==> src/rtl/hazard_scoreboard.sv <==
// Interlock scoreboard for long-latency producers: per-register pending-write
// counters drive a RAW/WAW stall into ID and flag unmatched writebacks.
module hazard_scoreboard #(
  parameter int NREGS = 16,
  parameter int CNTW  = 2,
  localparam int IDXW = $clog2(NREGS)
) (
  input  logic             clk_i,
  input  logic             rst_i,
  input  logic [63:0]      id_ir,
  input  logic             id_valid,
  input  logic             id_use_rb,
  input  logic             id_use_rc,
  input  logic [1:0]       id_reg_write,
  input  logic             id_long,
  input  logic             flush_i,
  input  logic             wb_valid,
  input  logic [IDXW-1:0]  wb_reg,
  output logic             stall,
  output logic [NREGS-1:0] busy,
  output logic             err
);

  localparam logic [CNTW-1:0] CNT_MAX = '1;

  logic [CNTW-1:0]  pend_q [NREGS];
  logic [CNTW-1:0]  pend_d [NREGS];
  logic [NREGS-1:0] busy_d;
  logic [NREGS-1:0] wb_hit;
  logic [NREGS-1:0] eff_nz;
  logic [NREGS-1:0] iss_hit;
  logic [NREGS-1:0] underflow;
  logic [IDXW-1:0]  ra;
  logic [IDXW-1:0]  rb;
  logic [IDXW-1:0]  rc;
  logic             writes;
  logic             issue;
  logic             err_q;
  logic             unused_ir;

  assign ra        = id_ir[20 +: IDXW];
  assign rb        = id_ir[16 +: IDXW];
  assign rc        = id_ir[12 +: IDXW];
  assign unused_ir = ^{id_ir[63:24], id_ir[11:0]};
  assign writes    = |id_reg_write;

  // pend - wb_hit is nonzero exactly when pend differs from the 0/1 hit value,
  // so a same-cycle writeback releases the interlock with no extra cycle.
  always_comb begin
    for (int r = 0; r < NREGS; r++) begin
      wb_hit[r] = wb_valid && (wb_reg == IDXW'(r));
      eff_nz[r] = (pend_q[r] != CNTW'(wb_hit[r]));
    end
  end

  always_comb begin
    stall = 1'b0;
    if (rst_i && id_valid && !flush_i) begin
      if (id_use_rb && eff_nz[rb])                  stall = 1'b1;
      if (id_use_rc && eff_nz[rc])                  stall = 1'b1;
      if (writes && eff_nz[ra])                     stall = 1'b1;
      if (writes && id_long && pend_q[ra] == CNT_MAX) stall = 1'b1;
    end
  end

  assign issue = id_valid && !flush_i && !stall && writes && id_long;

  // An issue and a writeback to the same register cancel out, even from zero.
  always_comb begin
    for (int r = 0; r < NREGS; r++) begin
      iss_hit[r]   = issue && (ra == IDXW'(r));
      pend_d[r]    = pend_q[r];
      underflow[r] = 1'b0;
      if (iss_hit[r] && !wb_hit[r]) begin
        pend_d[r] = pend_q[r] + CNTW'(1);
      end else if (!iss_hit[r] && wb_hit[r]) begin
        if (pend_q[r] != '0) pend_d[r] = pend_q[r] - CNTW'(1);
        else underflow[r] = 1'b1;
      end
      busy_d[r] = (pend_d[r] != '0);
    end
  end

  always_ff @(posedge clk_i or negedge rst_i) begin
    if (!rst_i) begin
      for (int r = 0; r < NREGS; r++) pend_q[r] <= '0;
      busy  <= '0;
      err_q <= 1'b0;
    end else begin
      for (int r = 0; r < NREGS; r++) pend_q[r] <= pend_d[r];
      busy  <= busy_d;
      err_q <= err_q | (|underflow);
    end
  end

  assign err = err_q;

endmodule

==> config.mk <==
export PLATFORM = sky130hd
export DESIGN_NAME = hazard_scoreboard
export DESIGN_NICKNAME = d
export VERILOG_FILES = /design/src/rtl/hazard_scoreboard.sv
export SDC_FILE = /design/constraint.sdc
export NUM_CORES = 1
export LEC_CHECK = 0
export CAP_MARGIN = 20
export CORE_MARGIN = 8
export CORE_UTILIZATION = 30
export CTS_CLUSTER_DIAMETER = 200
export CTS_CLUSTER_SIZE = 40
export DETAILED_ROUTE_END_ITERATION = 8
export GPL_TIMING_DRIVEN = 0
export PLACE_DENSITY_LB_ADDON = 0.15
export RECOVER_POWER = 50
export SYNTH_ARGS = -nofsm -noshare
export SYNTH_HDL_FRONTEND = slang
export SYNTH_SLANG_ARGS = --single-unit
==> constraint.sdc <==
create_clock -name clk_i -period 3.8 [get_ports clk_i]
set_input_delay 0.76 -clock clk_i [delete_from_list [all_inputs] [get_ports clk_i]]
set_output_delay 0.76 -clock clk_i [all_outputs]
set_load 0.1 [all_outputs]
==> results.py, run 1 <==
metrics = {
    "outcome": {
        "status": "complete, but fails checks",
        "violations": "capacitance limit, slew limit, setup timing",
    },
    "yosys": {
        "synth.avg_cell_area_um2": 8.41,
        "synth_edf_count": 0,
        "syn_inst": 505,
        "ys_ff_latch": 49,
        "ys_seq_area_share_pct": 28.9,
        "yosys_most_used_dff": "dfrtp_1",
        "yosysTopAreaCell": "dfrtp_1",
        "synth.net_count": 631,
        "netlist_area_um2": 4250,
        "synth.distinct_cells": 62,
        "async_flop_share_pct": 100,
        "synth_top_area_share_pct": 28.9,
        "synth_area_leaders": "dfrtp_1 29%, ha_1 14%, inv_1 4.7%",
        "synth_warnings": 0,
    },
    "job": {
        "max-cap-violations": 1,
    },
    "routing": {
        "routed_via_density": 5.65,
        "avgRoutedWirePerCell_um": 20.7,
        "first_pass_iters": 5,
        "drt-initial-drc-count": 316,
        "detail-route-antenna-nets": 0,
        "drc": 0,
        "num_vias": 4296,
        "routed_wl_um": 15700,
    },
    "hold_path": {
        "worstHoldPathType": "reg2reg",
        "hold_start": "err$_DFF_PN0_",
        "hold_depth": 2,
        "hold_end": "err$_DFF_PN0_",
    },
    "sta": {
        "finalSetupViolCount": 8,
        "maxSlewViolCount": 27,
        "worst-slew-pin-transition_ns": 1.59,
        "whs_ns": 0.510,
        "finalCriticalPeriod_ns": 3.89,
        "rsz0062_at_grt": "yes",
        "hold_viol": 0,
        "setup_ws_ns": -0.0881,
        "finalSetupTns_ns": -0.356,
        "min_period_over_period_pct": 102,
        "fmax_ghz": 0.257,
        "fin_worst_skew_ns": 0.00507,
        "slew_headroom_pct": -6.23,
    },
    "setup_path": {
        "worstReg2RegEnd": "busy[10]$_DFF_PN0_",
        "crit_chain": "buf_8 > or3b_1 > buf_6 > o21ai_2 > or3b_4 > o311ai_2 > or4_4 > o211ai_4 > o31a_1 > buf_6 > buf_6 > nor3_4 > xnor2_2 > a211oi_2 > a2111o_1",
        "crit_top_cell": "buf_6",
        "r2r-start": "pend_q[0]$_DFF_PN0_",
        "critPathArrivalTime_ns": 4.07,
        "worstPathRequired_ns": 3.98,
        "cp_slowest_cell": "or3b_4",
        "worstSetupEndpointType": "register",
        "path_max_fanout": 8,
        "cpPeakStageDelay_ns": 0.42,
        "crit_type": "in2reg",
        "path_delay_family": "simple AND/OR/NAND/NOR gates",
        "crit_buf_inv": 4,
        "rrSetupSlack_ns": 0.43,
        "ff2ff_path_depth": 12,
        "start_kind": "input port",
    },
    "pwr": {
        "combPwrFrac_pct": 52.9,
        "sequentialPowerShare_pct": 30.8,
        "p_clk_share_pct": 16.3,
        "power_mw": 2.84,
        "leakage_nw": 2.35,
        "power.density_nw_per_um2": 475,
        "p_switching_mw": 1.36,
        "p_int_mw": 1.48,
        "p_sw_share_pct": 47.9,
        "vdd_ir_drop_max_mv": 0.227,
    },
    "grt": {
        "antenna_found_initial": 0,
        "grt_pass1_wl_um": 24600,
        "grt_max_degree": 28,
        "grt_use_total_pct": 17.3,
        "grt_remaining_overflow": 0,
        "grt_pass1_vias": 4396,
    },
    "place": {
        "post-dp-hpwl_um": 11700,
        "dp_slack_ns": -1.64,
        "postPlaceCellArea_um2": 4850,
        "numPortBuffers": 35,
        "gp_congestion": 0.910,
    },
    "clock_tree": {
        "numCtsBuffers": 5,
        "clock_path_buffers": 2,
        "clk_latency_ns": 0.30,
        "cts_tree": "yes",
        "htreeDepth": 2,
        "clkSinkCount": 49,
        "clock-root-buffer": "clkbuf_16",
        "cts_hold_buf": 0,
        "path_clk_slew_ns": 0.07,
    },
    "final_layout": {
        "syn2layout_area_growth_pct": 40.7,
        "antenna_cells": 0,
        "nets": 706,
        "stdcell_area_um2": 5980,
        "drive_gt1_share_pct": 27.9,
    },
    "die": {
        "rows": 43,
        "die-area_um2": 18200,
        "start_util_pct": 30.6,
        "pin_count": 96,
        "fp.dieW_um": 135,
        "core_um2": 13900,
        "dieHeight_um": 135,
    },
}
==> cell usage in the layout (no fill, tap or decap), types with 9 or more instances in the layout <==
cell type	instances
inv_1	53
dfrtp_1	49
ha_1	48
nor2_1	26
nand3_1	25
clkdlybuf4s50_1	24
buf_4	24
nand2_1	21
nor3_1	16
buf_6	14
a31oi_1	14
or2_1	12
o22ai_1	10
o21ai_1	9
o21ai_2	9
nand3b_1	9
==> registers in the layout, summed over array words and instances (netlist names) <==
signal  flops
err         1
busy       16
pend_q     32
==> cells in the mapped netlist (5+ instances only) <==
cell type	n
a211oi_1	6
a21oi_1	7
a221oi_1	5
a31oi_1	15
and3_1	5
clkbuf_1	12
dfrtp_1	49
ha_1	48
inv_1	53
nand2_1	24
nand2b_1	6
nand3_1	27
nand3b_1	9
nand4_1	8
nor2_1	27
nor2b_1	9
nor3_1	21
nor4_1	12
o21a_1	5
o21ai_0	13
o21ai_1	13
o22ai_1	20
o31a_1	7
o31ai_1	5
o31ai_2	5
or2_1	13
or3_1	10
or4_1	10
==> cell type report <==
| cell class | count | area (um^2) |
|---|---|---|
| well taps | 180 | 225 |
| inverters | 53 | 199 |
| plain buffers | 19 | 160 |
| repair buffers | 69 | 673 |
| clock buffers | 7 | 143 |
| multi-input cells | 383 | 3350 |
| flip-flops and latches | 49 | 1230 |
| fillers | 1362 | 7900 |
==> metrics by stage <==
step	util [%]	instances
floorplan	-	505
global placement	34.8	720
detailed placement	34.9	721
CTS	40.2	751
global route	43.1	760
finish	43.1	760
==> kinds of logic (layout without fill, tap and decap cells) <==
logic type,Yosys count,count (layout),share of synthesized area (%)
flip-flops,49,49,28.9
buffers and inverters,73,148,6.98
XOR/XNOR,4,4,0.825
AND/OR/NAND/NOR,208,208,28.5
AO/OA/AOI/OAI,123,123,20.7
adder cells (fa/ha/maj),48,48,14.1
==> metal layers <==
layer / track usage [%] / part of all wire [%]
met1: 22.2 / 44
met2: 29.3 / 48
met3: 2.93 / 5.1
met4: 4.26 / 2.2
met5: 0 / 0
==> worst reg2reg max path: stages, from the launching register on <==
cell	delay, ns
dfrtp_1	0.46
nor3_1	0.10
or3b_4	0.43
o21ai_2	0.14
a211oi_2	0.10
or3_4	0.45
o31a_1	0.34
buf_6	0.16
buf_6	0.13
nor3_4	0.28
xnor2_2	0.17
a211oi_2	0.11
a2111o_1	0.39
==> worst max path at each step <==
stage | start | to | slack [ns] | cells after the start
6_report | wb_reg[2] | busy[10]$_DFF_PN0_ | -0.09 | 15
5_1_grt | wb_reg[2] | busy[10]$_DFF_PN0_ | -0.18 | 15
4_1_cts | wb_reg[2] | stall | -0.12 | 11
3_5_place_dp | wb_reg[0] | stall | -1.64 | 11
3_3_place_gp | wb_reg[0] | stall | -1.67 | 11
2_1_floorplan | wb_reg[3] | stall | 0.06 | 9
==> timing repair <==
item	4_1_cts	5_1_grt
cloned	1	0
resized for setup	123	79
buffers inserted	23	9
endpoints found under the setup margin	50	35
hold endpoints to repair	0	0
pin swaps	37	37
==> power groups by stage <==
stage	clock [mW]	sequential [mW]	combinational [mW]
4_1_cts	0.488	0.860	1.40
2_1_floorplan	0	1.17	0.580
3_3_place_gp	0	0.858	1.24
3_5_place_dp	0	0.867	1.26
5_1_grt	0.501	0.904	1.64
6_report	0.464	0.873	1.50
No activity file was read; power rests on OpenSTA's default activity.
==> run 2, diff against run 1 <==
--- a/config.mk
+++ b/config.mk
@@ -7,7 +7,7 @@
 export LEC_CHECK = 0
 export CAP_MARGIN = 20
 export CORE_MARGIN = 8
-export CORE_UTILIZATION = 30
+export CORE_UTILIZATION = 34
 export CTS_CLUSTER_DIAMETER = 200
 export CTS_CLUSTER_SIZE = 40
 export DETAILED_ROUTE_END_ITERATION = 8
==> results.py, run 2 (synthesized netlist as in run 1, its figures left out) <==
metrics = {
    "outcome": {
        "status": "complete, but fails checks",
        "violations": "setup timing",
    },
    "pwr": {
        "p_switching_mw": 1.36,
        "p_int_mw": 1.50,
        "sequentialPowerShare_pct": 30.5,
        "combPwrFrac_pct": 52.5,
        "p_sw_share_pct": 47.6,
        "power.density_nw_per_um2": 482,
        "p_clk_share_pct": 17.1,
        "vdd_ir_drop_max_mv": 0.253,
        "leakage_nw": 2.34,
    },
    "place": {
        "postPlaceCellArea_um2": 4840,
        "gp_congestion": 0.925,
        "numPortBuffers": 35,
        "post-dp-hpwl_um": 11300,
        "dp.cells": 713,
    },
    "sta": {
        "finalSetupTns_ns": -0.731,
        "hold_viol": 0,
        "finalSetupViolCount": 16,
        "setup_ws_ns": -0.0995,
        "maxSlewViolCount": 0,
        "worst-slew-pin-transition_ns": 1.40,
        "finalCriticalPeriod_ns": 3.90,
        "fmax_ghz": 0.256,
        "fin_worst_skew_ns": 0.00607,
        "slew_headroom_pct": 6.77,
        "min_period_over_period_pct": 103,
        "rsz0062_at_grt": "yes",
    },
    "job": {
        "max-cap-violations": 0,
    },
    "routing": {
        "detail-route-antenna-nets": 0,
        "routed_via_density": 5.61,
        "drc": 0,
        "first_pass_iters": 4,
        "num_vias": 4209,
        "avgRoutedWirePerCell_um": 20.3,
        "drt-initial-drc-count": 217,
        "routed_wl_um": 15300,
    },
    "final_layout": {
        "fin_util_pct": 47.7,
        "largest_reg_flops": 32,
        "nets": 703,
        "layout_commonest_cell": "inv_1",
        "fill_cells": 1228,
        "layout_common_cells": "53 x inv_1, 49 x dfrtp_1, 48 x ha_1, 27 x clkdlybuf4s50_1, 26 x nor2_1",
        "final_cell_count_no_fill": 750,
        "antenna_cells": 0,
        "regMostFlops": "pend_q",
        "stdcell_area_um2": 5930,
        "drive_gt1_share_pct": 26.8,
        "syn2layout_area_growth_pct": 39.5,
    },
    "setup_path": {
        "worstPathRequired_ns": 3.04,
        "worstSetupEndpointType": "output port",
        "cpPeakStageDelay_ns": 0.56,
        "cp_slowest_cell": "or4_4",
        "ff2ff_path_depth": 13,
        "start_kind": "input port",
        "worst-path-stages": 11,
        "critPathArrivalTime_ns": 3.14,
        "crit_type": "in2out",
        "path_delay_family": "simple AND/OR/NAND/NOR gates",
        "crit_chain": "buf_8 > or3b_1 > buf_6 > o31a_1 > nand4_1 > o2111ai_2 > or4_4 > o211ai_4 > nor3_4 > nor2_4 > buf_12",
        "path_max_fanout": 7,
        "crit_buf_inv": 3,
    },
    "clock_tree": {
        "clk_latency_ns": 0.31,
        "numCtsBuffers": 5,
        "cts_tree": "yes",
        "htreeDepth": 2,
        "clock-root-buffer": "clkbuf_16",
        "path_clk_slew_ns": 0.06,
        "cts_hold_buf": 0,
        "clkSinkCount": 49,
        "clock_path_buffers": 2,
    },
    "hold_path": {
        "worstHoldPathType": "reg2reg",
        "hold_depth": 2,
    },
    "grt": {
        "grt_remaining_overflow": 0,
        "grt_use_total_pct": 18.5,
        "antenna_found_initial": 0,
        "grt_max_degree": 29,
        "grt_pass1_vias": 4176,
        "grt_pass1_wl_um": 23200,
    },
    "die": {
        "pin_count": 96,
        "dieHeight_um": 128,
        "rows": 41,
        "start_util_pct": 34.2,
        "core_um2": 12400,
        "fp.dieW_um": 128,
        "die-area_um2": 16300,
    },
}
==> run 2: final timing paths <==
| check | from | end | slack [ns] |
|---|---|---|---|
| worst max-delay path | wb_reg[2] | stall | -0.1 |
| worst min-delay path | err$_DFF_PN0_ | err$_DFF_PN0_ | 0.53 |
| worst max register to register | pend_q[4]$_DFF_PN0_ | busy[14]$_DFF_PN0_ | 0.41 |
| worst min register to register | err$_DFF_PN0_ | err$_DFF_PN0_ | 0.53 |
| max in group asynchronous | rst_i | pend_q[3]$_DFF_PN0_ | 2.22 |
| min in group asynchronous | rst_i | busy[12]$_DFF_PN0_ | 0.76 |
==> run 2: worst reg2reg max path, cell delays in order, from the launching register on <==
cell and delay, ns:
dfrtp_1 0.47, inv_1 0.12, a31oi_1 0.29, nand3_1 0.16
o21ai_2 0.08, a211oi_1 0.09, or3_4 0.44, o31a_1 0.37
buf_4 0.17, buf_6 0.13, or4_4 0.52, o22ai_2 0.13
a31oi_1 0.07, or2_1 0.21
==> run 2: final cells by class <==
cell class              instances  area [um^2]  share of cell area [%]
clock buffers                   7          153                    2.58
well taps                     172          215                    3.63
clock inverters                 1         5.00                  0.0844
flip-flops and latches         49         1230                    20.7
repair buffers                 66          661                    11.1
plain buffers                  19          146                    2.47
inverters                      53          199                    3.36
multi-input cells             383         3320                    56.0
==> run 2: timing repair <==
item,in CTS,in global routing
resized for setup,125,60
cloned,3,0
setup buffers,20,8
pin swaps,43,32
endpoints found under the setup margin,50,41
==> run 2: power groups by stage <==
stage	Clock (mW)	Combinational [mW]	Sequential [mW]
floorplan	0	0.580	1.17
global placement	0	1.24	0.857
detailed placement	0	1.26	0.859
CTS	0.504	1.42	0.858
global route	0.520	1.62	0.898
finish	0.487	1.50	0.870
==> run 2: layer usage <==
layer  up-vias  share of wire [%]  track usage (%)
li1       2013                  -                -
met1      2059                 44             23.2
met2       103                 47             30.0
met3        34                5.2             3.91
met4         0                3.1             7.83
met5         -                  0                0
==> run 2: metrics by stage <==
stage / hold WS, ns / worst slack, ns / total power, mW
2_1_floorplan: 0.464 / 0.0622 / 1.75
4_1_cts: 0.476 / -0.185 / 2.78
3_5_place_dp: 0.500 / -1.75 / 2.12
5_1_grt: 0.567 / -0.156 / 3.04
3_3_place_gp: 0.488 / -1.77 / 2.10
6_report: 0.527 / -0.0995 / 2.85
==> run 3, diff against run 2 <==
--- a/config.mk
+++ b/config.mk
@@ -5,6 +5,7 @@
 export SDC_FILE = /design/constraint.sdc
 export NUM_CORES = 1
 export LEC_CHECK = 0
+export ABC_AREA = 1
 export CAP_MARGIN = 20
 export CORE_MARGIN = 8
 export CORE_UTILIZATION = 34
==> results.py, run 3 <==
metrics = {
    "final_layout": {
        "regMostFlops": "pend_q",
        "final_cell_count_no_fill": 875,
        "fill_cells": 1279,
        "largest_reg_flops": 32,
        "ff_latch_area_um2": 1230,
        "layout_common_cells": "168 x nand2_1, 130 x nand3_1, 94 x inv_1, 49 x dfrtp_1, 48 x ha_1",
        "nets": 828,
        "antenna_cells": 0,
        "stdcell_area_um2": 5250,
        "multi_input_area_um2": 2830,
        "drive_gt1_share_pct": 9.53,
        "syn2layout_area_growth_pct": 22.4,
        "layout_commonest_cell": "nand2_1",
    },
    "setup_path": {
        "start_kind": "input port",
        "worstSetupEndpointType": "output port",
        "crit_top_cell": "nor2_1",
        "crit_chain": "clkdlybuf4s50_1 > nor2_1 > inv_1 > nor2_1 > nand3_1 > o221ai_1 > nor2_1 > nand2_1 > nand3_1 > nand2_4 > buf_6 > inv_1 > buf_8",
        "critPathArrivalTime_ns": 2.93,
        "path_max_fanout": 10,
        "crit_type": "in2out",
        "cpPeakStageDelay_ns": 0.53,
        "cp_slowest_cell": "clkdlybuf4s50_1",
        "worstPathRequired_ns": 3.04,
    },
    "sta": {
        "setup_ws_ns": 0.109,
        "worst-slew-pin-transition_ns": 1.37,
        "slew_headroom_pct": 8.97,
        "fin_worst_skew_ns": 0.00703,
        "finalSetupTns_ns": 0,
        "maxSlewViolCount": 0,
        "fmax_ghz": 0.271,
        "min_period_over_period_pct": 97.1,
        "hold_viol": 0,
        "finalSetupViolCount": 0,
        "finalCriticalPeriod_ns": 3.69,
    },
    "yosys": {
        "synth-xor-area-share_pct": 0,
        "synth.most_common_cell": "nand2_1",
        "synth.distinct_cells": 26,
        "async_flop_share_pct": 100,
        "synth_top_area_share_pct": 28.6,
        "syn_inst": 651,
        "yosys_most_used_dff": "dfrtp_1",
        "yosys.area_share.simple_pct": 42.2,
        "synth_area_leaders": "dfrtp_1 29%, nand3_1 16%, nand2_1 15%",
        "synth_compound_area_share_pct": 5.20,
        "synth_top_family_by_area": "simple AND/OR/NAND/NOR gates",
        "synth_adder_area_share_pct": 14.0,
        "synth_warnings": 0,
        "yosysTopAreaCell": "dfrtp_1",
        "synth_mux_area_share_pct": 0,
        "ys_seq_area_share_pct": 28.6,
        "ys_ff_latch": 49,
        "synth.net_count": 777,
        "ys_top_cells_by_count": "172 x nand2_1, 134 x nand3_1, 97 x inv_1",
        "synth.avg_cell_area_um2": 6.58,
        "synth_edf_count": 0,
        "netlist_area_um2": 4290,
    },
    "pwr": {
        "leakage_nw": 2.70,
        "power.density_nw_per_um2": 438,
        "vdd_ir_drop_max_mv": 0.179,
    },
    "routing": {
        "avgRoutedWirePerCell_um": 14.5,
        "first_pass_iters": 5,
        "routed_via_density": 5.02,
        "routed_wl_um": 12700,
        "drt-initial-drc-count": 318,
        "num_vias": 4392,
        "detail-route-antenna-nets": 0,
        "drc": 0,
    },
    "die": {
        "start_util_pct": 34.4,
        "core_um2": 12500,
        "rows": 41,
        "pin_count": 96,
        "dieHeight_um": 128,
        "die-area_um2": 16500,
        "fp.dieW_um": 128,
    },
    "grt": {
        "grt_pass1_wl_um": 20600,
        "antenna_found_initial": 0,
        "grt_max_degree": 27,
        "grt_pass1_vias": 4258,
        "grt_remaining_overflow": 0,
        "grt_use_total_pct": 16.0,
    },
    "place": {
        "postPlaceCellArea_um2": 4930,
        "dp_slack_ns": -1.43,
        "gp_congestion": 0.926,
        "numPortBuffers": 41,
        "dp.cells": 866,
        "post-dp-hpwl_um": 10500,
    },
    "clock_tree": {
        "cts_hold_buf": 0,
        "clk_latency_ns": 0.30,
        "clock_path_buffers": 2,
        "clkSinkCount": 49,
        "htreeDepth": 2,
        "cts_tree": "yes",
        "numCtsBuffers": 5,
        "path_clk_slew_ns": 0.07,
        "clock-root-buffer": "clkbuf_16",
    },
    "job": {
        "max-cap-violations": 0,
    },
    "outcome": {
        "status": "complete, no violations",
    },
    "hold_path": {
        "worstHoldPathType": "in2async",
    },
}
run 3: changes by cell type after synthesis, sizes merged, moves of 16 or more:
cell | before | now
inv | 53 | 106
nand2 | 24 | 173
nand3 | 28 | 139
nor2 | 27 | 66
nor3 | 22 | 0
o22ai | 20 | 1
or2 | 17 | 1
run 3: what timing repair did:
item,in CTS,in global routing
endpoints found under the setup margin,1,1
gates cloned,0,0
pin swaps,2,2
buffers inserted,1,0
resized for setup,54,33
run 3: layout make-up:
| cell class | count | area share, % |
|---|---|---|
| Buffer | 5 | 0.644 |
| Sequential cell | 49 | 23.4 |
| Inverter | 106 | 7.68 |
| Clock buffer | 8 | 2.60 |
| Tap cell | 172 | 4.10 |
| Timing Repair Buffer | 44 | 7.71 |
| Multi-Input combinational cell | 491 | 53.9 |
run 3: critical path, delay by kind of cell:
kind,cells,cell delay [ns]
buffers and inverters,5,1.09
AND/OR/NAND/NOR,7,0.98
AO/OA/AOI/OAI,1,0.09
run 3: metrics by stage:
step	utilization [%]	power [mW]	hold slack [ns]
3_5_place_dp	39.6	1.85	0.598
5_1_grt	42.1	2.46	0.520
4_1_cts	41.9	2.33	0.496
2_1_floorplan	-	1.53	0.464
3_3_place_gp	39.4	1.81	0.587
6_report	42.1	2.29	0.457
run 3: final timing paths:
kind,startpoint,end,slack (ns),cells past startpoint
hold / removal,rst_i,pend_q[19]$_DFF_PN0_,0.46,1
hold reg to reg,pend_q[9]$_DFF_PN0_,pend_q[9]$_DFF_PN0_,0.61,2
setup / recovery,id_ir[23],stall,0.11,13
max in group asynchronous,rst_i,pend_q[14]$_DFF_PN0_,1.67,2
setup reg to reg,pend_q[16]$_DFF_PN0_,err$_DFF_PN0_,1.22,16
min in group clk_i,pend_q[9]$_DFF_PN0_,pend_q[9]$_DFF_PN0_,0.61,2
run 3: cell families after synthesis:
| kind of cell | Yosys count |
|---|---|
| compound gates | 40 |
| fa+ha+maj | 48 |
| buf+inv | 111 |
| flops | 49 |
| simple gates | 403 |
run 3: power by group:
part           leakage (nW)  switching [mW]  total [mW]  internal (mW)
Combinational          2.04           0.811        1.12          0.306
Sequential            0.591          0.0840       0.727          0.643
Clock                0.0652           0.206       0.451          0.246
run 3: routing by layer:
metal	GRT usage (%)	up-vias	part of all wire [%]
met3	3.33	22	5.5
li1	-	2212	-
met2	26.6	125	46
met1	19.8	2033	46
met4	6.29	0	2.4
met5	0	-	0
